<file path="src/rtl/packet_fifo_pkg.sv">
// Shared defaults, pointer-width helper and per-cycle operation encoding for packet_fifo.
package packet_fifo_pkg;

    localparam int unsigned DEF_DATA_W = 8;
    localparam int unsigned DEF_DEPTH  = 64;

    typedef enum logic [2:0] {
        OP_NONE,
        OP_CLEAR,
        OP_FLUSH,
        OP_DISCARD,
        OP_NORMAL
    } op_e;

    // Pointer carries one extra MSB so full and empty are distinguishable.
    function automatic int unsigned ptr_w(input int unsigned depth);
        return $clog2(depth) + 1;
    endfunction

endpackage

</file>
<file path="src/rtl/packet_fifo_mem.sv">
// DEPTH x DATA_W storage with a synchronous write port and a registered read port.
module packet_fifo_mem
    import packet_fifo_pkg::*;
#(
    parameter int unsigned DATA_W = DEF_DATA_W,
    parameter int unsigned DEPTH  = DEF_DEPTH,
    parameter int unsigned AW     = $clog2(DEPTH)
) (
    input  logic              clk,
    input  logic              rst,
    input  logic              wr_en,
    input  logic [AW-1:0]     wr_idx,
    input  logic [DATA_W-1:0] wr_data,
    input  logic              rd_en,
    input  logic [AW-1:0]     rd_idx,
    output logic [DATA_W-1:0] rd_data
);

    logic [DATA_W-1:0] mem_q [DEPTH];
    logic [DATA_W-1:0] rd_data_q;
    logic [DATA_W-1:0] rd_data_d;

    // Array is deliberately unreset; only the read register has a defined reset value.
    always_ff @(posedge clk) begin
        if (wr_en) begin
            mem_q[wr_idx] <= wr_data;
        end
    end

    // Read sees pre-write contents, so a read and write to one entry at full is safe.
    always_comb begin
        rd_data_d = rd_data_q;
        if (rd_en) begin
            rd_data_d = mem_q[rd_idx];
        end
    end

    always_ff @(posedge clk or posedge rst) begin
        if (rst) begin
            rd_data_q <= '0;
        end else begin
            rd_data_q <= rd_data_d;
        end
    end

    assign rd_data = rd_data_q;

endmodule

</file>
<file path="src/rtl/packet_fifo.sv">
// Synchronous FIFO with sticky errors and registered read port.
// Define PACKET_FIFO_ROLLBACK_EN to enable packet commit/discard staging.
module packet_fifo
    import packet_fifo_pkg::*;
#(
    parameter int unsigned DATA_W = DEF_DATA_W,
    parameter int unsigned DEPTH  = DEF_DEPTH,
    parameter int unsigned AW     = $clog2(DEPTH)
) (
    input  logic              clk,
    input  logic              rst,
    input  logic              clear,
    input  logic              flush,
    input  logic              wr_en,
    input  logic [DATA_W-1:0] wr_data,
    input  logic              rd_en,
    output logic [DATA_W-1:0] rd_data,
    output logic              rd_valid,
    output logic [AW:0]       occupancy,
    output logic              full,
    output logic              empty,
    output logic              overflow_err,
    output logic              underflow_err,
    input  logic              pkt_commit,
    input  logic              pkt_discard
);

    localparam int unsigned PW = ptr_w(DEPTH);

    logic [PW-1:0] rd_ptr_q, rd_ptr_d;
    logic [PW-1:0] wr_ptr_q, wr_ptr_d;
    logic [PW-1:0] commit_ptr;
    logic          rd_valid_q, rd_valid_d;
    logic          overflow_q, overflow_d;
    logic          underflow_q, underflow_d;
    logic          full_w, empty_w;
    logic          rd_acc, wr_acc;
    op_e           op;

`ifdef PACKET_FIFO_ROLLBACK_EN
    logic [PW-1:0] commit_ptr_q, commit_ptr_d;
    assign commit_ptr = commit_ptr_q;
`else
    logic unused_pkt;
    assign commit_ptr = wr_ptr_q;
    assign unused_pkt = pkt_discard;
`endif

    // Reader only sees published words; staged words still consume space.
    assign empty_w = (commit_ptr == rd_ptr_q);
    assign full_w  = (PW'(wr_ptr_q - rd_ptr_q) == PW'(DEPTH));

    always_comb begin
        op = OP_NORMAL;
        if (clear) begin
            op = OP_CLEAR;
        end else if (flush) begin
            op = OP_FLUSH;
`ifdef PACKET_FIFO_ROLLBACK_EN
        end else if (pkt_discard) begin
            op = OP_DISCARD;
`endif
        end else if (!wr_en && !rd_en && !pkt_commit) begin
            op = OP_NONE;
        end
    end

    always_comb begin
        rd_ptr_d    = rd_ptr_q;
        wr_ptr_d    = wr_ptr_q;
        overflow_d  = overflow_q;
        underflow_d = underflow_q;
`ifdef PACKET_FIFO_ROLLBACK_EN
        commit_ptr_d = commit_ptr_q;
`endif
        rd_acc = 1'b0;
        wr_acc = 1'b0;
        case (op)
            OP_CLEAR: begin
                rd_ptr_d    = '0;
                wr_ptr_d    = '0;
                overflow_d  = 1'b0;
                underflow_d = 1'b0;
`ifdef PACKET_FIFO_ROLLBACK_EN
                commit_ptr_d = '0;
`endif
            end
            OP_FLUSH: begin
                rd_ptr_d = '0;
                wr_ptr_d = '0;
`ifdef PACKET_FIFO_ROLLBACK_EN
                commit_ptr_d = '0;
`endif
            end
            OP_DISCARD: begin
                // Reads of published data continue; the staged packet and any new word are dropped.
                rd_acc      = rd_en && !empty_w;
                underflow_d = underflow_q | (rd_en & empty_w);
                wr_ptr_d    = commit_ptr;
            end
            OP_NORMAL: begin
                rd_acc      = rd_en && !empty_w;
                wr_acc      = wr_en && (!full_w || rd_acc);
                underflow_d = underflow_q | (rd_en & empty_w);
                overflow_d  = overflow_q | (wr_en & !wr_acc);
                if (wr_acc) begin
                    wr_ptr_d = wr_ptr_q + PW'(1);
                end
`ifdef PACKET_FIFO_ROLLBACK_EN
                if (pkt_commit) begin
                    commit_ptr_d = wr_ptr_d;
                end
`endif
            end
            default: ;
        endcase
        if (rd_acc) begin
            rd_ptr_d = rd_ptr_q + PW'(1);
        end
        rd_valid_d = rd_acc;
    end

    always_ff @(posedge clk or posedge rst) begin
        if (rst) begin
            rd_ptr_q    <= '0;
            wr_ptr_q    <= '0;
            rd_valid_q  <= 1'b0;
            overflow_q  <= 1'b0;
            underflow_q <= 1'b0;
`ifdef PACKET_FIFO_ROLLBACK_EN
            commit_ptr_q <= '0;
`endif
        end else begin
            rd_ptr_q    <= rd_ptr_d;
            wr_ptr_q    <= wr_ptr_d;
            rd_valid_q  <= rd_valid_d;
            overflow_q  <= overflow_d;
            underflow_q <= underflow_d;
`ifdef PACKET_FIFO_ROLLBACK_EN
            commit_ptr_q <= commit_ptr_d;
`endif
        end
    end

    packet_fifo_mem #(
        .DATA_W (DATA_W),
        .DEPTH  (DEPTH),
        .AW     (AW)
    ) u_mem (
        .clk     (clk),
        .rst     (rst),
        .wr_en   (wr_acc),
        .wr_idx  (wr_ptr_q[AW-1:0]),
        .wr_data (wr_data),
        .rd_en   (rd_acc),
        .rd_idx  (rd_ptr_q[AW-1:0]),
        .rd_data (rd_data)
    );

    assign rd_valid      = rd_valid_q;
    assign occupancy     = commit_ptr - rd_ptr_q;
    assign full          = full_w;
    assign empty         = empty_w;
    assign overflow_err  = overflow_q;
    assign underflow_err = underflow_q;

endmodule

</file>
<file path="config.mk">
export PLATFORM = sky130hd
export DESIGN_NAME = packet_fifo
export DESIGN_NICKNAME = d
export VERILOG_FILES = /design/src/rtl/packet_fifo_pkg.sv /design/src/rtl/packet_fifo_mem.sv /design/src/rtl/packet_fifo.sv
export SDC_FILE = /design/constraint.sdc
export NUM_CORES = 1
export LEC_CHECK = 0
export CORE_MARGIN = 2
export CORE_UTILIZATION = 55
export CTS_CLUSTER_DIAMETER = 80
export DETAILED_ROUTE_END_ITERATION = 16
export HOLD_SLACK_MARGIN = 0.02
export PLACE_DENSITY = 0.72
export SYNTH_ARGS = -nofsm -noshare
export SYNTH_HDL_FRONTEND = slang
export SYNTH_HIERARCHICAL = 1
export SYNTH_SLANG_ARGS = --single-unit
</file>
<file path="constraint.sdc">
create_clock -name clk -period 3.95 [get_ports clk]
set_input_delay 0.79 -clock clk [delete_from_list [all_inputs] [get_ports clk]]
set_output_delay 0.79 -clock clk [all_outputs]
set_load 0.02 [all_outputs]
</file>
---- Yosys cells after proc, flatten, opt, wreduce, memory -nomap -nowiden ----
Memories as Yosys holds them, arrays and structs flattened. A register that Yosys moved wholly into a read port is not among the register bits.
Cells that the tools add are included.
cells by class
  add/sub/neg operators ................... 3
  equal/unequal tests ..................... 7
  muxes and demuxes ....................... 13
  bitwise operators ....................... 4
  reduce and logical (&&, ||, !) cells .... 18
operators with widths
  cell                                                                   number
  7-bit 2-to-1 mux                                                       3
  7-bit by 1-bit adder with 7-bit output, second input constant          2
  7-bit case mux with 2 select lines                                     1
  3-bit 2-to-1 mux                                                       3
  2-bit nonzero test                                                     4
  7-bit equality test                                                    1
  7-bit equality test, second input constant                             1
  7-bit subtractor                                                       1
  3-bit by 2-bit equality test with 1-bit output, second input constant  2
  1-bit logical NOT                                                      6
  1-bit logical AND                                                      4
  1-bit 2-to-1 mux                                                       4
  1-bit case mux with 2 select lines                                     2
  2-bit OR reduction                                                     2
  3-bit by 1-bit equality test with 1-bit output, second input constant  1
  3-bit equality test, second input constant                             1
  1-bit bitwise AND                                                      2
  2-bit inequality test, second input constant                           1
  1-bit OR                                                               2
  2-bit AND reduction                                                    1
  1-bit logical OR                                                       1
storage, ports and cells
  bits in registers ....................... 17
  memory bits (writable) .................. 512
  bits of input ports ..................... 16
  output and inout port bits .............. 20
  word-level logic and storage cells ...... 51
  memories kept ........................... 1
memories
  memory       depth  bits a word  read ports  clocked after memory_dff  write ports  line                   source
  u_mem.mem_q  64     8            1           1                         1            packet_fifo_mem.sv:19  logic [DATA_W-1:0] mem_q [DEPTH];

---- Longest topological paths before layout ----
  depth in word-level cells ............... 10
  mapped depth ............................ 12
  gate-level depth less buffers ........... 11

---- Cells and area by module ----
The synthesis kept the hierarchy.
by module, submodules not included
  module           instances  cells each  area an instance (µm²)  sequential area each (µm²)
  packet_fifo_mem  1          939         20,233.2                15,574.9
  packet_fifo      1          136         1,214.9                 425.4

---- Least setup slack after synthesis ----
No wires, ideal clock.
  kind .................................... register to register
  from .................................... register wr_ptr_q[0] (netlist: commit_ptr[0])
  to ...................................... memory u_mem/mem_q[48][0] (netlist name) (enable)
  library setup time ...................... 0.383 ns
  arrival time ............................ 3.340 ns
  required time ........................... 3.567 ns
  slack ................................... 0.226 ns
  cell stages (with the launch flop) ...... 13
  path buffers ............................ 1
  clock period less this slack ............ 3.724 ns
  path through ............................ dfrtp_1 -> inv_1 -> ha_1 -> fa_1 -> nand2b_1 -> a21oi_1 -> a2bb2oi_1 -> o41ai_4 -> buf_6 -> nor2_1 -> nor2b_1 -> nand4b_1 -> nor3_1
on the way
  longest elaborated chain between the ends .. 8
  elaborated cells on any way between the ends .. 11
  classes of those cells .................. 1 x add/sub; 2 x eq/ne; 3 x mux; 5 x reduce/logical
RTL lines
  what                                                             line                                    source
  from (decl)                                                      packet_fifo.sv:31                       logic [PW-1:0] wr_ptr_q, wr_ptr_d;
  from (signal assigned)                                           packet_fifo.sv:135                      wr_ptr_q <= wr_ptr_d;
  7-bit subtractor / 7-bit equality test (equally long branches)   packet_fifo.sv:51, packet_fifo.sv:50
  7-bit equality test / 1-bit logical NOT (equally long branches)  packet_fifo.sv:51, packet_fifo.sv:102
  1-bit logical NOT / 1-bit logical AND (equally long branches)    packet_fifo.sv:103, packet_fifo.sv:102
  1-bit logical OR (*)                                             packet_fifo.sv:103                      wr_acc = wr_en && (!full_w || rd_acc);
  1-bit logical AND (*)                                            packet_fifo.sv:103
  1-bit 2-to-1 mux (*)                                             packet_fifo.sv:78                       case (op)
  via wr_acc                                                       packet_fifo.sv:37                       logic rd_acc, wr_acc;
  1-bit 2-to-1 mux (*)                                             packet_fifo_mem.sv:25                   if (wr_en) begin
  1-bit 2-to-1 mux (not written as such) (*)                       packet_fifo_mem.sv:26                   mem_q[wr_idx] <= wr_data;
  to (decl)                                                        packet_fifo_mem.sv:19
Mark *: on every way through the listed nets, which the timed path passes. The rest lies on a longest branch.

---- Final worst setup path ----
  from .................................... register rd_ptr_q[0]
  to ...................................... output full
on the way
  longest elaborated chain between the ends .. 2
RTL lines
  what                    line                source
  from (decl)             packet_fifo.sv:30   logic [PW-1:0] rd_ptr_q, rd_ptr_d;
  from (signal assigned)  packet_fifo.sv:134  rd_ptr_q <= rd_ptr_d;
  7-bit subtractor        packet_fifo.sv:51   assign full_w = (PW'(wr_ptr_q - rd_ptr_q) == PW'(DEPTH));
  7-bit equality test     packet_fifo.sv:51
  to (decl)               packet_fifo.sv:20   output logic full,
Every way passes these cells.

==> run summary <==
=================================================================================
Area share of xor/xnor cells in the synthesized design                   0.005309
Row cnt                                                                        72
Top library cells by usage in the layout, fill and taps aside        edfxtp_1 (512), mux4_2 (120), nor2_1 (80), buf_4 (57), clkbuf_16 (51)
Most common cell after layout, fill and taps aside                       edfxtp_1
Util after Layout                                                          0.6302
Postcts setup bufs                                                              0
GRT met1 Usage                                                             0.3095
Distinct cell type count of the synthesized netlist                            51
Final estimated routing congestion in global placement                     0.7917
Maximum number of pins on one net before global-route repair                  138
Ports placed on the boundary                                                   36
CP Launch Type                                                           register
Total via count in the routed design                                        10464
Combinational power share                                                   0.031
Area of the core                                                      0.03856 mm2
Drt initial violations                                                       1107
Post-layout total power                                                 0.01143 W
Final count of pins violating max slew                                          0
Skew final                                                               16.06 ps
Max-cap violations                                                              0
Antenna violations before repair                                                0
CTS tree                                                                      yes
Vertical extent of the die                                               201.5 um
DR WL/cell                                                               24.50 um
Post-cts hold buffer count                                                      0
Slowest CP cell                                                           dfrtp_4
Worst-skew pair later-pin latency                                          570 ps
Overflow left after global routing                                              0
Sequential fraction of the synthesis area                                  0.7460
Remaining routing DRC violations                                                0
Critical path capture point type                                       output pin
Worst slew pin tran                                                       1177 ps
# port buffers                                                                 33
Dpl hpwl                                                                 25200 um
Share of post-route cells with drive strength above 1                      0.2687
Cell internal pwr                                                      0.009163 W
Post-synth ARST share                                                     0.04655
WP data arrival                                                           3080 ps
First-pass iteration count of the detailed router                               5
Simple logic cell fraction of the synthesized area                        0.03535
Classification of the worst-slack hold path                          register to register
Required time of the critical path                                        3160 ps
Worst relative slew slack                                                  0.2154
Mean post-synth cell area                                               19.95 um2
Areal power density over the cells                                   470.2 mW/mm2
Overall die area                                                      0.04059 mm2
Part of the total power dissipated in the clock network                     0.418
Number of buffers created by CTS                                               51
Maximum frequency from static timing analysis                           258.6 MHz
H-tree Lvls                                                                     2
Routed Wire Length                                                       42240 um
Final setup violating endpoints                                                 0
CTS sink count                                                                537
Clock root cell                                                         clkbuf_16
Synth Instances                                                              1075
Initial Util                                                               0.5563
Yosys warning count                                                             6
Net count after synthesis                                                    1100
Cells traversed along the worst timing path                          ha_1 > fa_1 > nand2b_1 > a221oi_1 > a2bb2oi_1 > nor4_1 > dlygate4sd2_1
Diodes inserted                                                                 0
Final nets                                                                   1188
IR drop worst, VDD                                                       365.3 uV
Combinational family with the most area after synthesis              multiplexers
Number of buffers on the longest clock path                                     3
Post-synthesis mux area share                                              0.1619
Number of global-route vias before repair                                   10621
Predominant post-synthesis flop cell                                     edfxtp_1
Sequential share of power                                                   0.551
Area grow syn2layout                                                       13.29%
Smallest setup slack after layout                                        83.60 ps
Minimum period implied by the final worst setup slack                     3866 ps
Pre-CTS setup slack                                                     -35.03 ps
Classification of the worst setup path                               register to output pin
Global-route wire length before repair                                   64800 um
Highest fanout seen on the critical path                                        2
Post-synth EDFFs                                                              512
Synthesis-stage register bit count                                            537
Layer with the highest usage after global routing                            met2
Met3 track utilization from global routing                                0.03094
Fraction of power spent switching nets                                     0.1980
Leakage power                                                            7.524 nW
Final Cycle Share                                                          0.9788
Detail-routed via count per cell                                            6.070
GR met2 Demand/Resource                                                    0.3422
Area fraction in compound gates after synthesis                           0.02818
Hold violation total from the final report                                      0
Adder-cell share of the synthesized area                                 0.005600
Global routing usage summed across all routing layers                      0.2128
Chip Width                                                               201.5 um
Slowest Stage Delay on Critical Path                                       490 ps
Post-detailed-route count of antenna-violating nets                             0
Worst hold slack                                                         512.4 ps
RSZ-0062 raised after global routing                                          yes
Switching power total                                                  0.002262 W
Outcome                                                              finished clean
Netlist Area Pre-Place                                                0.02145 mm2
Clock slew seen by the registers of the worst setup and hold paths          60 ps
=================================================================================
[worst paths after layout]
check	startpoint	end	slack (ps)	cells after the start
worst max-delay path	rd_ptr_q[0]$_DFFE_PP0P_	full	80	7
worst min-delay path	overflow_err$_DFFE_PP0P_	overflow_err$_DFFE_PP0P_	510	2
worst max register to register	rd_ptr_q[0]$_DFFE_PP0P_	u_mem/mem_q[30][3]$_DFFE_PP_	230	11
worst min register to register	overflow_err$_DFFE_PP0P_	overflow_err$_DFFE_PP0P_	510	2
max in group asynchronous	rst	rd_ptr_q[0]$_DFFE_PP0P_	2680	2
min in group asynchronous	rst	u_mem/rd_data[4]$_DFFE_PP0P_	590	2
[cell families (layout without fill, tap and decap cells)]
group           after synthesis  in the layout
flops                       537            537
mux                         193            193
simple gates                164            164
buf+inv                      81            212
compound gates               78             78
xor+xnor                     13             13
fa+ha+maj                     9              9
[cell type report]
class | instances | area [um2]
Multi-Input combinational cell | 457 | 5135
Inverter | 24 | 90.09
Sequential cell | 537 | 16010
Fill cell | 2682 | 14260
Clock inverter | 36 | 317.8
Timing Repair Buffer | 92 | 755.7
Tap cell | 518 | 648.1
Clock buffer | 60 | 1340
[routing by layer]
| metal | share of wire | up-vias | routed length, um |
|---|---|---|---|
| met3 | 0.059 | 80 | 2507 |
| met4 | 0.024 | 0 | 1010 |
| li1 | - | 4577 | - |
| met2 | 0.49 | 354 | 20810 |
| met5 | 0 | - | 0 |
| met1 | 0.42 | 5453 | 17910 |
[synth_stat cells, drive strengths merged, types with 2 or more instances]
master / n / area, um2
o22ai: 8 / 50.05
dfrtp: 25 / 625.6
mux2i: 41 / 410.4
buf: 32 / 193.9
nand2: 11 / 41.29
o21ai: 7 / 35.03
a22oi: 16 / 120.1
and2: 2 / 12.51
nand2b: 7 / 43.79
nor2: 92 / 345.3
ha: 8 / 100.1
nand3b: 2 / 15.01
mux4: 120 / 2703
inv: 24 / 90.09
clkbuf: 25 / 93.84
nor2b: 7 / 43.79
edfxtp: 512 / 15370
mux2: 32 / 360.4
a221oi: 9 / 78.83
nor4: 2 / 12.51
nor3: 4 / 20.02
a21oi: 10 / 50.05
nand3: 19 / 95.09
o41ai: 2 / 43.80
xnor2: 10 / 87.58
nand4: 4 / 25.02
xor2: 3 / 26.28
o221ai: 16 / 140.1
or3: 8 / 55.05
[registers in the layout, summed over array words and instances (netlist names)]
| signal | cells |
|---|---|
| rd_valid | 1 |
| rd_ptr_q | 7 |
| u_mem/rd_data | 8 |
| u_mem/mem_q | 512 |
| overflow_err | 1 |
| commit_ptr | 7 |
| underflow_err | 1 |
[timing repair]
| action | in CTS | in global routing |
|---|---|---|
| hold endpoints to repair | 0 | 0 |
| setup endpoints to repair | 18 | 305 |
| pin swaps | 0 | 0 |
| resized for setup | 2 | 19 |
[power groups by stage]
| stage | registers, W | logic, W | clock network (W) |
|---|---|---|---|
| global placement | 0.00641 | 0.000348 | 0 |
| CTS | 0.00630 | 0.000362 | 0.00486 |
| finish | 0.00630 | 0.000357 | 0.00477 |
| floorplan | 0.00644 | 0.000122 | 0 |
| detailed placement | 0.00642 | 0.000361 | 0 |
| global route | 0.00630 | 0.000386 | 0.00509 |
[critical path, delay by kind of cell (launching register included)]
kind,cells,cell delay [ps]
buf+inv,1,380
compound gates,2,450
simple gates,2,580
flops,1,490
fa+ha+maj,2,620
[per-stage QoR]
stage	cell area (um2)	cells	setup TNS [ps]
after global routing	24300	1724	-135.0
after floorplan	21450	1075	0
final	24300	1724	0
after global placement	22580	1628	0
after CTS	24230	1724	-803.3
after detailed placement	22580	1628	-312.7
Note: power is estimated with default switching activity, not from simulation.
